[config.mk]
export PLATFORM = sky130hd
export DESIGN_NAME = burst_read_pipeline
export DESIGN_NICKNAME = d
export VERILOG_FILES = /design/src/rtl/burst_read_pipeline.sv
export SDC_FILE = /design/constraint.sdc
export NUM_CORES = 1
export LEC_CHECK = 0
export BUFFER_PORTS_ARGS = -buffer_cell sky130_fd_sc_hd__buf_2
export CAP_MARGIN = 5
export CELL_PAD_IN_SITES_DETAIL_PLACEMENT = 0
export CELL_PAD_IN_SITES_GLOBAL_PLACEMENT = 1
export CORE_MARGIN = 2
export CORE_UTILIZATION = 46
export CTS_CLUSTER_DIAMETER = 80
export DETAILED_ROUTE_END_ITERATION = 8
export PLACE_DENSITY = 0.81
export SYNTH_ARGS = -nofsm -noshare
export SYNTH_HDL_FRONTEND = slang
export SYNTH_SLANG_ARGS = --single-unit
[constraint.sdc]
create_clock -name clk -period 2.2 [get_ports clk]
set_input_delay 0.44 -clock clk [delete_from_list [all_inputs] [get_ports clk]]
set_output_delay 0.44 -clock clk [all_outputs]
set_load 0.01 [all_outputs]
[src/rtl/burst_read_pipeline.sv]
// Burst read engine: turns one {address, beats-1} request into a run of
// consecutive single-word memory reads against a fixed one-cycle-latency
// memory, buffers the returned words in a 4-entry FIFO and streams them out
// with valid/ready handshaking. A read is only issued when a FIFO slot is
// already reserved for its data, so the memory side never needs backpressure.
module burst_read_pipeline #(
    parameter int DATA_WIDTH       = 32,
    parameter int ADDR_WIDTH       = 32,
    parameter int MAX_BURST_LENGTH = 4
) (
    input  logic                  clk,
    input  logic                  rst_n,
    input  logic [ADDR_WIDTH-1:0] u_addr,
    input  logic [7:0]            u_length,
    input  logic                  u_valid,
    output logic                  u_ready,
    output logic [ADDR_WIDTH-1:0] mem_addr,
    output logic                  mem_read_en,
    input  logic [DATA_WIDTH-1:0] mem_data,
    input  logic                  mem_valid,
    output logic [DATA_WIDTH-1:0] d_data,
    output logic                  d_valid,
    output logic                  d_last,
    input  logic                  d_ready
);

    localparam int         REM_W      = (MAX_BURST_LENGTH > 1) ? $clog2(MAX_BURST_LENGTH) : 1;
    localparam logic [7:0] LEN_CAP    = 8'(MAX_BURST_LENGTH - 1);
    localparam int         FIFO_DEPTH = 4;

    typedef enum logic {
        IDLE  = 1'b0,
        BURST = 1'b1
    } state_t;

    state_t                 state_q;
    logic [ADDR_WIDTH-1:0]  addr_q;
    logic [REM_W-1:0]       remaining_q;
    logic                   inflight_q;
    logic                   last_dly_q;

    logic [DATA_WIDTH-1:0]  fifo_data_q [FIFO_DEPTH];
    logic                   fifo_last_q [FIFO_DEPTH];
    logic [1:0]             wr_ptr_q;
    logic [1:0]             rd_ptr_q;
    logic [2:0]             count_q;
    logic [2:0]             count_d;

    logic [7:0]             len_clamped;
    logic                   credit_ok;
    logic                   issue;
    logic                   last_beat;
    logic                   push;
    logic                   pop;

    // Oversized requests are clamped to the longest burst the counter can hold.
    assign len_clamped = (u_length > LEN_CAP) ? LEN_CAP : u_length;

    // Credit counts buffered words plus the read still on its way back;
    // a pop happening this cycle only frees credit from the next cycle on.
    assign credit_ok = ({1'b0, count_q} + {3'b000, inflight_q}) < 4'd4;
    assign issue     = (state_q == BURST) && credit_ok;
    assign last_beat = (remaining_q == '0);
    // Data showing up with no read outstanding (e.g. from before a reset) is dropped.
    assign push      = mem_valid && inflight_q;
    assign pop       = (count_q != 3'd0) && d_ready;

    assign u_ready     = (state_q == IDLE);
    assign mem_read_en = issue;
    assign mem_addr    = addr_q;
    assign d_valid     = (count_q != 3'd0);
    assign d_data      = fifo_data_q[rd_ptr_q];
    assign d_last      = fifo_last_q[rd_ptr_q];

    // Issuer FSM: latch request, then walk the address until the last beat issues.
    always_ff @(posedge clk or negedge rst_n) begin
        if (!rst_n) begin
            state_q     <= IDLE;
            addr_q      <= '0;
            remaining_q <= '0;
        end else begin
            case (state_q)
                IDLE: begin
                    if (u_valid) begin
                        addr_q      <= u_addr;
                        remaining_q <= REM_W'(len_clamped);
                        state_q     <= BURST;
                    end
                end
                BURST: begin
                    if (issue) begin
                        if (last_beat) begin
                            state_q <= IDLE;
                        end else begin
                            addr_q      <= addr_q + ADDR_WIDTH'(1);
                            remaining_q <= remaining_q - REM_W'(1);
                        end
                    end
                end
                default: state_q <= IDLE;
            endcase
        end
    end

    // Track the single outstanding read and carry its last flag to the data cycle.
    always_ff @(posedge clk or negedge rst_n) begin
        if (!rst_n) begin
            inflight_q <= 1'b0;
            last_dly_q <= 1'b0;
        end else begin
            if (issue) begin
                inflight_q <= 1'b1;
                last_dly_q <= last_beat;
            end else if (push) begin
                inflight_q <= 1'b0;
            end
        end
    end

    // Occupancy update: simultaneous push and pop leave the count unchanged.
    always_comb begin
        count_d = count_q;
        case ({push, pop})
            2'b10:   count_d = count_q + 3'd1;
            2'b01:   count_d = count_q - 3'd1;
            default: count_d = count_q;
        endcase
    end

    // Response FIFO storage and pointers; contents are wiped on reset.
    always_ff @(posedge clk or negedge rst_n) begin
        if (!rst_n) begin
            for (int i = 0; i < FIFO_DEPTH; i++) begin
                fifo_data_q[i] <= '0;
                fifo_last_q[i] <= 1'b0;
            end
            wr_ptr_q <= 2'd0;
            rd_ptr_q <= 2'd0;
            count_q  <= 3'd0;
        end else begin
            if (push) begin
                fifo_data_q[wr_ptr_q] <= mem_data;
                fifo_last_q[wr_ptr_q] <= last_dly_q;
                wr_ptr_q              <= wr_ptr_q + 2'd1;
            end
            if (pop) begin
                rd_ptr_q <= rd_ptr_q + 2'd1;
            end
            count_q <= count_d;
        end
    end

endmodule

==> results of run 1 <==
==> kinds of logic after synthesis <==
logic type,after synthesis,share of synthesized area [%]
DFF,176,52.7
muxes,174,27.8
AOI/OAI and AO/OA,85,6.46
and+or+nand+nor,121,8.00
adders and majority gates,8,1.29
xor gates and xnor gates,10,1.05
buffers and inverters,54,2.70
==> cells in the mapped netlist, types with 2 or more instances <==
library cell  number
o22ai_1           12
a221o_1            2
clkbuf_1          27
mux4_2            33
xor2_1             7
nand2_1           35
xnor2_1            3
nor4_2             3
or3_1              2
mux2i_1            8
dfrtp_1          176
o21ai_0           15
nor2_1            19
o211ai_1           3
nand4_1           12
and3_1             4
mux2_2           133
nor3_1             6
a21oi_1           30
nand2b_1           4
nand3_1           21
inv_1             15
nor4_4             2
o22a_1             3
nand4_2            2
ha_1               7
a22oi_1            2
buf_2              9
or4_1              2
nor2b_1            2
a311oi_1           2
o2bb2a_1           4
==> sequential cells by signal, summed over array words and instances, names as in the netlist <==
signal and flops:
last_dly_q 1, mem_addr 32, fifo_data_q 128, wr_ptr_q 2
inflight_q 1, rd_ptr_q 2, fifo_last_q 4, count_q 3
state_q 1, remaining_q 2
==> worst paths after layout <==
kind,endpoint
worst max register to register,mem_addr[23]$_DFFE_PN0P_
worst min register to register,fifo_data_q[35]$_DFFE_PN0P_
worst max-delay path,d_data[13]
min in group asynchronous,mem_addr[2]$_DFFE_PN0P_
worst min-delay path,mem_addr[15]$_DFFE_PN0P_
max in group asynchronous,fifo_data_q[116]$_DFFE_PN0P_
==> stage by stage <==
step / hold WS (ps) / total power [mW]
detailed placement: 402 / 13.0
global route: 215 / 17.9
global placement: 396 / 12.6
floorplan: 144 / 10.5
finish: 230 / 16.9
CTS: 212 / 16.7
==> worst max-delay path, stage by stage, from the launching register on <==
cell     delay (ps)
dfrtp_2         410
buf_12          210
mux4_2          550
buf_6           140
==> power by group <==
part           total, mW  switching, mW  internal, mW
sequential          6.01           1.14          4.88
clock               3.27           1.32          1.95
combinational       7.61           3.40          4.21
==> cell type report <==
| type | count | share of cell area [%] |
|---|---|---|
| Tap cell | 229 | 2.74 |
| Multi-Input combinational cell | 398 | 35.9 |
| Inverter | 16 | 0.586 |
| Clock inverter | 14 | 1.92 |
| Clock buffer | 18 | 4.20 |
| Timing Repair Buffer | 186 | 12.5 |
| Sequential cell | 176 | 42.1 |
==> per-layer routing <==
| metal | vias to the layer above | part of all wire (%) | track usage, % |
|---|---|---|---|
| met5 | - | 0 | 0 |
| met3 | 30 | 4.3 | 4.39 |
| li1 | 2667 | - | - |
| met1 | 3059 | 42 | 26.6 |
| met2 | 183 | 52 | 36.9 |
| met4 | 0 | 2.1 | 8.19 |
==> what timing repair did <==
action / in CTS / in global routing
pin swaps: 0 / 1
endpoints found under the hold margin: 41 / 0
setup endpoints to repair: 15 / 48
buffers inserted: 2 / 3
gates cloned: 1 / 1
gates resized for setup: 16 / 15
hold buffers: 1 / 0
==> flow_summary.ini, run 1 <==
[hold_path]
hold_start = u_addr[15]
hold_class = primary input to flop
min_path_cells = 3

[yosys]
syn_nets = 713
ys.flop_type = dfrtp_1
syn_area_um2 = 8350
synth_seq_cells = 176
avgSynthCellArea_um2 = 13.3
synthArstFlopShare_pct = 100
yosys_warnings = 0
yosysTopAreaCell = dfrtp_1
synth-seq-area-share_pct = 52.7
synth_top_area_share_pct = 52.7
synth_cells = 628
synth-edff-count = 0
yosys-top-cells-area = dfrtp_1, mux2_2, mux4_2, a21oi_1, nand2_1
yosys.cell_types.count = 55

[route]
drt_iter0_drc = 289
vias = 5939
totalWireLength_mm = 20.3
drc = 0
ant_nets = 0
first_pass_iters = 5
via_per_inst = 5.73
wl_per_cell_um = 19.5

[critical_path]
cp_data_arrival_time_ps = 1750
reg2reg_slack_ps = 110
worstReg2RegStart = remaining_q[0]$_DFFE_PN0P_
worst_setup_path_end_kind = output port
cp_max_fo = 18
start_kind = flop
critPathLaunch = rd_ptr_q[0]$_DFFE_PN0P_
ff2ff_path_depth = 8
required_ps = 1760
worst-setup-path-type = flop to output port

[placement]
gp_congestion = 0.905
post-place-ws_ps = 85.9
port_buffers = 144
placed_cell_area_um2 = 9570
dp_hpwl_mm = 13.9
place_inst = 997

[power]
power_density_nw_per_um2 = 1610
peakVddDrop_v = 0.000784
leakagePower_nw = 4.70

[global_routing]
grt_max_degree = 53
antenna_found_initial = 0
gr-total-overflow = 0
track_usage_pct = 21.3
grt_pass1_vias = 6421
grt_pass1_wl_mm = 32.7

[sta]
finalSetupViolCount = 0
finalCritPeriodShare_pct = 99.7
slew_headroom_pct = 55.5
fin_crit_ps = 2190
final_hold_viol_count = 0
max_slew.worst_pin.slew_ps = 666
rsz0062_at_grt = true
fin_skew_ps = 5.73
slew_viol_final = 0
setup_tns_ps = 0
fmax_ghz = 0.456
setup_ws_ps = 7.61

[die]
dieArea_um2 = 19300
die_y_um = 139
core-area_um2 = 17900
pin_count = 145
initial_utilization_pct = 46.7
rows = 49
die_x_um = 139

[finish]
area_growth_pct = 25.3
multi_input_area_um2 = 3760
fin_cells = 1037
drive_gt1_share_pct = 50.5
regArea_um2 = 4410
antenna_cells = 0
final_nets = 880
fin_area_um2 = 10500
final_core_util_pct = 58.5
final_common_cell = dfrtp_1
layout_common_cells = dfrtp_1, mux2_2, buf_2, nand2_1, mux4_2
n_fill_cell = 1441

[clock_tree]
cts.sinks = 176
max-clock-path-buffers = 2
cts-htree-levels = 4
cts_root_buf = clkbuf_16
numCtsBuffers = 17
clkSlewWorstSetupHoldPaths_ps = 70
clock_latency_ps = 430
cts_tree = done

[flow_run]
cap_violations = 0

[run_status]
status = finished clean
(Power assumes the default switching activity.)
==> run 2, diff against run 1 <==
Settings changed: CORE_MARGIN 2 to 4, CORE_UTILIZATION 46 to 47, CTS_BUF_LIST set to sky130_fd_sc_hd__clkbuf_4, PLACE_DENSITY 0.81 to 0.82.
==> run 2 against run 1 <==
- clock skew grew 15 ps
- sequential share of layout area grew 0.99 points
- critical endpoint is now d_data[1]
- register-to-register slack is essentially flat
- worst setup slack lost 160 ps
- core utilization grew 0.48 points
- hold slack lost 100 ps
- clock power shrank 46%
- the run now ends with setup timing left
- first-iteration DRC count shrank 2.8%
- sequential power shrank 1%
- cell count is essentially flat
==> flow_summary.ini, run 2 (same netlist as run 1, synthesis figures left out) <==
[finish]
largest_register_ffs = 128
drive_gt1_share_pct = 50.4
layout_common_cells = dfrtp_1, mux2_2, buf_2, nand2_1, mux4_2
final_core_util_pct = 59.0
regArea_um2 = 4410
final_nets = 886
fin_cells = 1038
n_fill_cell = 1370
area_growth_pct = 22.5
fin_area_um2 = 10200
antenna_cells = 0
multi_input_area_um2 = 3760
largest_register = fifo_data_q
final_common_cell = dfrtp_1

[route]
ant_nets = 0
drt_iter0_drc = 281
vias = 5880
wl_per_cell_um = 19.4
first_pass_iters = 5
totalWireLength_mm = 20.1
via_per_inst = 5.66
drc = 0

[power]
leakagePower_nw = 4.58
power_density_nw_per_um2 = 1550
peakVddDrop_v = 0.000912
finalPower_mw = 15.8

[die]
core-area_um2 = 17400
initial_utilization_pct = 48.1
pin_count = 145
rows = 48
die_x_um = 141
die_y_um = 141
dieArea_um2 = 20000

[sta]
finalCritPeriodShare_pct = 107
final_hold_viol_count = 0
fin_skew_ps = 21.1
rsz0062_at_grt = true
finalSetupViolCount = 33
setup_ws_ps = -155
fin_crit_ps = 2350
slew_viol_final = 0
fmax_ghz = 0.425
max_slew.worst_pin.slew_ps = 620
slew_headroom_pct = 58.5
setup_tns_ps = -4420

[critical_path]
worst_setup_path_end_kind = output port
cp_slowest_cell = mux4_2
cp_max_fo = 6
worst-setup-path-type = flop to output port
slowest_delay_ps = 540
path_cells = buf_12 > buf_12 > mux4_2 > buf_6
start_kind = flop
crit_path_frequent_cell = buf_12
cp_data_arrival_time_ps = 1910
ff2ff_path_depth = 8
required_ps = 1760

[clock_tree]
cts.sinks = 176
numCtsBuffers = 17
cts-htree-levels = 4
max-clock-path-buffers = 2
clkSlewWorstSetupHoldPaths_ps = 130
cts_root_buf = clkbuf_4
cts_tree = done
clock_latency_ps = 550

[placement]
port_buffers = 144
gp_congestion = 0.855
placed_cell_area_um2 = 9580
place_inst = 992
dp_hpwl_mm = 13.7

[run_status]
violations = setup timing
status = finished with violations

[global_routing]
grt_pass1_vias = 6209
gr-total-overflow = 0
grt_max_degree = 61
track_usage_pct = 20.4
antenna_found_initial = 1
grt_pass1_wl_mm = 32.2

[hold_path]
min_path_cells = 3
hold_class = primary input to flop

[flow_run]
cap_violations = 0
[run 2: cell count changes in the layout (fill, tap and decap cells not counted), sizes merged]
cell	before	now
buf	183	188
clkinv	6	9
bufinv	4	2
clkbuf	19	21
clkinvlp	1	0
inv	19	18
bufbuf	1	0
[run 2: layout make-up]
cell class	instances	area share, %
repair buffers	192	14.3
well taps	225	2.75
inverters	16	0.611
clock buffers	18	1.32
flip-flops and latches	176	43.1
clock inverters	13	1.17
multi-input cells	398	36.8
[run 2: final timing paths]
path	start	to	slack (ps)
worst min register to register	fifo_data_q[1]$_DFFE_PN0P_	fifo_data_q[1]$_DFFE_PN0P_	510
max in group asynchronous	rst_n	fifo_data_q[25]$_DFFE_PN0P_	1070
min in group asynchronous	rst_n	fifo_data_q[74]$_DFFE_PN0P_	430
worst max register to register	remaining_q[0]$_DFFE_PN0P_	mem_addr[23]$_DFFE_PN0P_	100
worst max-delay path	rd_ptr_q[0]$_DFFE_PN0P_	d_data[1]	-150
worst min-delay path	u_addr[15]	mem_addr[15]$_DFFE_PN0P_	130
[run 2: worst max-delay path: cells and delay by family (launching register included)]
family                 cells  cell delay (ps)
multiplexers               1              540
buffers and inverters      3              430
flip-flops                 1              400
[run 2: metrics by stage]
| step | hold slack, ps | setup slack (ps) |
|---|---|---|
| 6_report | 127 | -155 |
| 5_1_grt | 54.6 | -270 |
| 4_1_cts | 59.7 | -236 |
| 3_5_place_dp | 464 | 66.6 |
| 3_3_place_gp | 445 | 123 |
| 2_1_floorplan | 144 | 192 |
[run 2: report_power, final]
part / leakage, nW / switching, mW / internal (mW)
Sequential: 2.09 / 1.07 / 4.86
Combinational: 2.35 / 3.52 / 4.62
Clock: 0.144 / 1.08 / 0.666
Total: 4.58 / 5.67 / 10.1
[run 2: layer usage]
layer / track usage (%) / part of all wire, % / vias up
li1: - / - / 2687
met1: 27.3 / 43 / 3005
met2: 34.1 / 50 / 161
met3: 4.31 / 5.4 / 25
met4: 5.46 / 1.3 / 2
met5: 0 / 0.040 / -
[run 2: repair_timing]
| item | 4_1_cts | 5_1_grt |
|---|---|---|
| resized for setup | 21 | 23 |
| buffers inserted | 3 | 7 |
| pin swaps | 0 | 5 |
| hold endpoints to repair | 54 | 0 |
| hold buffers | 1 | 0 |
| setup endpoints to repair | 34 | 45 |
| cloned | 0 | 4 |
